## src/rtl/bf_pkg.sv

```systemverilog
// Shared types and default widths for the VGA cell server.
package bf_pkg;

  localparam int CFS_ADDR_W = 15;
  localparam int CFS_DATA_W = 8;

  typedef enum logic [1:0] {
    IDLE   = 2'd0,
    VGA_RD = 2'd1,
    CPU_RD = 2'd2,
    CPU_WR = 2'd3
  } cfs_state_t;

endpackage

```

## src/rtl/vga_cell_server.sv

```systemverilog
// Arbitrates one single-port tape RAM between display cell fetches and CPU access.
// Optional VGA_CELL_SERVER_BYPASS_EN: a CPU write to the held cell updates vga_cell directly.
module vga_cell_server
  import bf_pkg::*;
#(
  parameter int ADDR_W = CFS_ADDR_W,
  parameter int DATA_W = CFS_DATA_W
) (
  input  logic              clk_pixel,
  input  logic              resetn,
  input  logic [ADDR_W-1:0] vga_data_addr,
  input  logic              in_display_area,
  output logic [DATA_W-1:0] vga_cell,
  input  logic              cpu_req,
  input  logic              cpu_we,
  input  logic [ADDR_W-1:0] cpu_addr,
  input  logic [DATA_W-1:0] cpu_wdata,
  output logic [DATA_W-1:0] cpu_rdata,
  output logic              cpu_ack,
  output logic [ADDR_W-1:0] ram_addr,
  output logic              ram_we,
  output logic [DATA_W-1:0] ram_wdata,
  input  logic [DATA_W-1:0] ram_rdata
);

  cfs_state_t        state, state_nx;
  logic [ADDR_W-1:0] last_addr;
  logic [ADDR_W-1:0] fetch_addr;
  logic              vga_pend;

  assign vga_pend = in_display_area && (vga_data_addr != last_addr);

  always_comb begin
    state_nx  = state;
    ram_addr  = cpu_addr;
    ram_we    = 1'b0;
    ram_wdata = cpu_wdata;
    case (state)
      IDLE: begin
        if (vga_pend) begin
          ram_addr = vga_data_addr;
          state_nx = VGA_RD;
        end else if (cpu_req) begin
          // Write strobe gated by resetn so nothing is written while reset is held.
          ram_we   = cpu_we & resetn;
          state_nx = cpu_we ? CPU_WR : CPU_RD;
        end
      end
      VGA_RD:  state_nx = IDLE;
      CPU_RD:  state_nx = IDLE;
      CPU_WR:  state_nx = IDLE;
      default: state_nx = IDLE;
    endcase
  end

  always_ff @(posedge clk_pixel) begin
    if (!resetn) begin
      state      <= IDLE;
      vga_cell   <= '0;
      cpu_rdata  <= '0;
      cpu_ack    <= 1'b0;
      last_addr  <= '1;
      fetch_addr <= '0;
    end else begin
      state   <= state_nx;
      cpu_ack <= 1'b0;
      if (state == IDLE && vga_pend)
        fetch_addr <= vga_data_addr;
      case (state)
        VGA_RD: begin
          vga_cell  <= ram_rdata;
          last_addr <= fetch_addr;
        end
        CPU_RD: begin
          cpu_rdata <= ram_rdata;
          cpu_ack   <= 1'b1;
        end
        CPU_WR: begin
          cpu_ack <= 1'b1;
`ifdef VGA_CELL_SERVER_BYPASS_EN
          if (cpu_addr == last_addr)
            vga_cell <= cpu_wdata;
`endif
        end
        default: ;
      endcase
    end
  end

endmodule
```

## config.mk

```make
export PLATFORM = sky130hd
export DESIGN_NAME = vga_cell_server
export DESIGN_NICKNAME = d
export VERILOG_FILES = /design/src/rtl/bf_pkg.sv /design/src/rtl/vga_cell_server.sv
export SDC_FILE = /design/constraint.sdc
export NUM_CORES = 1
export LEC_CHECK = 0
export CAP_MARGIN = 25
export CORE_ASPECT_RATIO = 0.5
export CORE_MARGIN = 10
export CORE_UTILIZATION = 44
export CTS_BUF_LIST = sky130_fd_sc_hd__clkbuf_4
export DETAILED_ROUTE_END_ITERATION = 6
export GPL_ROUTABILITY_DRIVEN = 1
export PLACE_DENSITY = 0.82
export SLEW_MARGIN = 20
export SYNTH_ARGS = -nofsm -noshare
export SYNTH_HDL_FRONTEND = slang
export SYNTH_SLANG_ARGS = --single-unit
```

## constraint.sdc

```tcl
create_clock -name clk_pixel -period 2.8 [get_ports clk_pixel]
set_clock_uncertainty 0.2 [all_clocks]
set_input_delay 0.56 -clock clk_pixel [delete_from_list [all_inputs] [get_ports clk_pixel]]
set_output_delay 0.56 -clock clk_pixel [all_outputs]
set_load 0.03 [all_outputs]
```

==> summary.md, run 1 <==
| Metric | Value |
|---|---|
| GR Overflow Total | 0 |
| Clk sinks | 49 |
| Tmin final | 3.10 ns |
| Final setup violation count | 16 |
| Synthesis Warnings | 0 |
| Leading post-synthesis cells by cell area | dfxtp_1 (44%), nand2_1 (16%), mux2i_1 (6.8%) |
| Hold Path Stages | 2 |
| Worst min-delay path startpoint | fetch_addr[0] |
| ANT cells | 0 |
| Largest net degree at the start of global routing | 64 |
| CTS clk-pin slew, worst paths | 0.14 ns |
| Clk_lat worst skew | 0.37 ns |
| R2R cell count | 8 |
| # hold bufs at CTS | 0 |
| Synthesized cell area | 2220 um2 |
| Failing checks | negative setup slack |
| Rel. slew slack | 0.369 |
| 1st-iter DRT viols | 112 |
| Die width | 120 um |
| Nets@finish | 396 |
| Area Growth Syn to Fin | 50.1% |
| Hold Path Sink | fetch_addr[0] |
| Sequential fraction of the synthesis area | 0.442 |
| Comb pwr share | 0.274 |
| Status | complete, but fails checks |
| Sw frac | 0.291 |
| Die Area | 8460 um2 |
| Cell count after synthesis | 260 |
| Crit end category | output port |
| Most common cell after layout, fill and taps aside | nand2_1 |
| Core area | 4910 um2 |
| Max-cap violations | 0 |
| Drt total wl | 6550 um |
| H-tree depth | 2 |
| Post-Place Cells | 401 |
| Worst r2r dst | fetch_addr[14] |
| Hold WC Path Type | flip-flop to flip-flop |
| RSZ-0062 raised after global routing | true |
| Clock power frac | 0.251 |
| Placement Cell Area | 3090 um2 |
| Commonest non-fill, non-tap cells in the layout | nand2_1 (94), dfxtp_1 (47), clkdlybuf4s50_1 (43) |
| Post-Layout Inst Area | 3330 um2 |
| Cell Int Power | 1.16 mW |
| First-pass GRT wire length | 10500 um |
| Synth area leader | dfxtp_1 |
| Initial antenna violation count | 0 |
| Synth Register Bits | 49 |
| Avg Inst Size Synth | 8.54 um2 |
| Net Count, Synth | 311 |
| DRC viols | 0 |
| Overall Global Routing Usage | 0.149 |
| Initial Util | 0.452 |
| Fill cells | 379 |
| Antenna Nets Post-Route | 0 |
| Wirelength per Cell | 15.8 um |
| Layout cells sized above 1 | 0.234 |
| CP arrival | 2.34 ns |
| Maximum VDD drop | 0.270 mV |
| Finished Core Util | 0.679 |
| Flop pwr share | 0.474 |
| Maximum root-to-sink buffer count | 2 |
| Slew @ Worst Pin | 0.947 ns |
| Fmax | 322 MHz |
| Top-area cell type share of the netlist area | 0.442 |
| Crit-path max FO | 6 |
| First-pass DRT Iterations | 4 |
| Placer Congestion | 0.774 |
| Synth unique cells | 22 |
| Reg-to-Reg Start | last_addr[8] |
| Finished Layout Cells | 416 |
| Post-DP HPWL | 4540 um |
| Vias in the first global route | 2192 |
| Final period util | 1.11 |
| Static leakage | 1.45 nW |
| Required time of the critical path | 2.04 ns |
| Hold Vio Cnt, Final | 0 |
| Setup TNS | -3.44 ns |
| Root Buffer | clkbuf_4 |
| Worst Setup Start Kind | input pin |
| Number of CTS-inserted buffers | 5 |
| Final WS setup | -0.301 ns |
| Die Span Y | 70.2 um |
| Setup crit start | vga_data_addr[12] |
| WS Path Type | input pin to output port |
| PwrDens | 489 nW/um2 |
| Switching power | 475 uW |
| Via density | 4.92 |
| Row count | 18 |
| Via count | 2045 |
| IO Pins | 92 |
| CTS tree | done |
| Port Buffers | 75 |
| Max Slew Vio Count | 0 |
| R2r setup slk | 0.70 ns |
Yosys cell counts:
cell,number
and3_1,2
xor2_1,15
buf_6,2
and2_1,2
nand2_1,95
nor2b_1,2
mux2i_1,15
nand3_1,15
nor3_1,1
dfxtp_1,49
clkbuf_1,12
nor4_1,3
mux2_2,10
a21boi_0,16
buf_4,9
nand2b_1,2
nand3_2,1
nand4_1,1
a21oi_1,1
nor2_1,1
mux2_1,5
buf_1,1
critical path: stages:
cell           delay [ns]
dlygate4sd2_1        0.27
xor2_1               0.16
nor3_1               0.27
nand4_1              0.24
nand3_4              0.16
buf_12               0.14
buf_8                0.10
mux2_4               0.29
buf_6                0.14
registers in the layout, summed over array words and instances (netlist names):
signal / count
last_addr: 15
fetch_addr: 15
vga_cell: 8
cpu_ack: 1
state: 2
cpu_rdata: 8
power groups by stage:
stage / Sequential [mW] / Clock, mW / Combinational [mW]
floorplan: 0.801 / 0 / 0.217
global placement: 0.784 / 0 / 0.387
detailed placement: 0.786 / 0 / 0.397
CTS: 0.772 / 0.415 / 0.447
global route: 0.780 / 0.437 / 0.476
finish: 0.774 / 0.410 / 0.448
worst max-delay path by stage:
stage / to / slack (ns)
CTS: ram_addr[10] / -0.21
detailed placement: ram_addr[9] / -1.03
global placement: ram_addr[5] / -0.95
finish: ram_addr[6] / -0.30
floorplan: ram_addr[10] / 0.20
global route: ram_addr[6] / -0.37
area by class of cell:
type                       count  area, um2  area share
multi-input combinational    187       1200       0.360
sequential                    49        983       0.295
timing repair buffer         102        983       0.295
tap                           70       87.6      0.0263
clock inverter                 3       41.3      0.0124
clock buffer                   5       37.5      0.0113
timing repair:
item | CTS | global route
pin swaps | 13 | 1
gates cloned | 1 | 0
setup endpoints to repair | 16 | 16
gates resized for setup | 159 | 0
setup buffers | 7 | 3
routing by layer:
layer / GRT usage / vias up / wire [um]
li1: - / 1006 / -
met1: 0.149 / 974 / 2590
met2: 0.291 / 45 / 3500
met3: 0.0345 / 20 / 307
met4: 0.0572 / 0 / 149
met5: 0 / - / 0
through the flow:
step	total power, mW	hold slack, ns	setup slack (ns)
global route	1.69	0.284	-0.365
CTS	1.63	0.253	-0.211
finish	1.63	0.273	-0.301
floorplan	1.02	0.238	0.201
global placement	1.17	0.245	-0.949
detailed placement	1.18	0.255	-1.03
cells by family (layout without fill, tap and decap cells):
kind of cell | Yosys count | count (layout) | synth area share
AO/OA/AOI/OAI | 17 | 17 | 0.0563
AND/OR/NAND/NOR | 125 | 125 | 0.237
buffers and inverters | 24 | 110 | 0.0625
flip-flops | 49 | 49 | 0.442
multiplexers | 30 | 30 | 0.144
XOR/XNOR | 15 | 15 | 0.0592
Note: power is estimated with default switching activity, not from simulation.
==> run 2: changes to the inputs <==
- CORE_ASPECT_RATIO: 0.5 -> default
- GPL_ROUTABILITY_DRIVEN: 1 -> default
==> summary.md, run 2 (same netlist as run 1, synthesis figures left out) <==
| Metric | Value |
|---|---|
| Tmin final | 3.02 ns |
| First-pass GRT wire length | 11000 um |
| Clock power frac | 0.255 |
| Root Buffer | clkbuf_4 |
| Area Growth Syn to Fin | 49.4% |
| Slew @ Worst Pin | 0.985 ns |
| Flop pwr share | 0.473 |
| Switching power | 483 uW |
| R2r setup slk | 0.73 ns |
| Wirelength per Cell | 16.4 um |
| PwrDens | 494 nW/um2 |
| Largest net degree at the start of global routing | 64 |
| Via count | 2041 |
| Cell Int Power | 1.16 mW |
| ANT cells | 0 |
| Worst r2r dst | fetch_addr[2] |
| Post-Place Cells | 395 |
| Max Slew Vio Count | 0 |
| Static leakage | 1.45 nW |
| Required time of the critical path | 2.04 ns |
| CP arrival | 2.26 ns |
| Top Registers | fetch_addr (15), last_addr (15) |
| Port Buffers | 75 |
| Finished Layout Cells | 411 |
| Worst Setup Start Kind | flip-flop |
| Placer Congestion | 0.764 |
| Clk_lat worst skew | 0.37 ns |
| GR Overflow Total | 0 |
| Commonest non-fill, non-tap cells in the layout | nand2_1 (95), dfxtp_1 (46), clkdlybuf4s50_1 (43) |
| Drt total wl | 6740 um |
| Final setup violation count | 16 |
| Hold Vio Cnt, Final | 0 |
| RSZ-0062 raised after global routing | true |
| Hold WC Path Type | input pin to flip-flop |
| Register Area | 985 um2 |
| Crit path capture | ram_addr[7] |
| Fmax | 332 MHz |
| Clk sinks | 49 |
| Sw frac | 0.295 |
| Post-DP HPWL | 4480 um |
| Most common cell after layout, fill and taps aside | nand2_1 |
| Status | complete, but fails checks |
| Initial antenna violation count | 0 |
| Crit-path max FO | 8 |
| Post-Layout Inst Area | 3320 um2 |
| Comb pwr share | 0.272 |
| Vias in the first global route | 2106 |
| Area of the multi-input gates | 1210 um2 |
| Antenna Nets Post-Route | 0 |
| Max-cap violations | 0 |
| 1st-iter DRT viols | 130 |
| Maximum VDD drop | 0.263 mV |
| Via density | 4.97 |
| Nets@finish | 394 |
| Die Span Y | 91.0 um |
| Number of CTS-inserted buffers | 5 |
| First-pass DRT Iterations | 4 |
| # hold bufs at CTS | 0 |
| Reg-to-Reg Start | last_addr[4] |
| Setup crit start | last_addr[4] |
| Rel. slew slack | 0.343 |
| Failing checks | negative setup slack |
| CTS tree | done |
| Layout cells sized above 1 | 0.241 |
| Core area | 4820 um2 |
| CTS clk-pin slew, worst paths | 0.14 ns |
| Overall Global Routing Usage | 0.160 |
| Die width | 91.0 um |
| Crit end category | output port |
| Fill cells | 389 |
| H-tree depth | 2 |
| Placement Cell Area | 3040 um2 |
| Initial Util | 0.461 |
| Maximum root-to-sink buffer count | 2 |
| Row count | 25 |
| IO Pins | 92 |
| Final period util | 1.08 |
| Worst slack at placement | -0.994 ns |
| Die Area | 8290 um2 |
| WS Path Type | flip-flop to output port |
| Final WS setup | -0.215 ns |
| R2R cell count | 8 |
| DRC viols | 0 |
run 2: power by group through the flow:
stage / combinational [mW] / sequential (mW) / clock, mW
3_3_place_gp: 0.381 / 0.784 / 0
2_1_floorplan: 0.217 / 0.801 / 0
5_1_grt: 0.477 / 0.781 / 0.450
3_5_place_dp: 0.389 / 0.787 / 0
6_report: 0.446 / 0.775 / 0.418
4_1_cts: 0.445 / 0.773 / 0.420
run 2: repair_timing:
action	CTS	global route
gates cloned	1	0
buffers inserted	5	3
pin swaps	11	2
setup endpoints to repair	16	16
resized for setup	141	6
run 2: how the worst min path moves through the flow:
stage                                  from  slack (ns)  cells past startpoint        endpoint
after floorplan               fetch_addr[0]        0.24                      2   fetch_addr[0]
after global placement        fetch_addr[4]        0.25                      2   fetch_addr[4]
after detailed placement      fetch_addr[0]        0.25                      2   fetch_addr[0]
after CTS                 vga_data_addr[13]        0.24                      3  fetch_addr[13]
after global routing      vga_data_addr[11]        0.25                      3  fetch_addr[11]
final                     vga_data_addr[13]        0.25                      3  fetch_addr[13]
run 2: routing by layer:
metal | routed length [um] | GRT usage | up-vias
li1 | - | - | 1000
met1 | 2660 | 0.173 | 978
met2 | 3630 | 0.294 | 56
met3 | 349 | 0.0387 | 7
met4 | 99 | 0.0574 | 0
met5 | 0 | 0 | -
run 2: area by class of cell:
class | count | area share
clock inverters | 3 | 0.0124
clock buffers | 5 | 0.0113
flip-flops and latches | 49 | 0.297
repair buffers | 100 | 0.290
multi-input cells | 187 | 0.364
well taps | 67 | 0.0253
run 2: metrics by stage:
step / setup TNS [ns] / power [mW] / hold WS, ns / util
3_5_place_dp: -13.21 / 1.18 / 0.253 / 0.631
4_1_cts: -2.46 / 1.64 / 0.243 / 0.686
5_1_grt: -4.76 / 1.71 / 0.251 / 0.689
2_1_floorplan: 0 / 1.02 / 0.238 / -
6_report: -2.62 / 1.64 / 0.254 / 0.689
3_3_place_gp: -12.56 / 1.17 / 0.245 / 0.631
run 2: worst max-delay path, cell delays in order (launching register included):
cell and delay [ns]:
dfxtp_2 0.36, xor2_2 0.14, nor4_2 0.31, nand4_1 0.18
nand3_2 0.17, buf_12 0.12, buf_12 0.13, mux2_4 0.31
buf_6 0.14
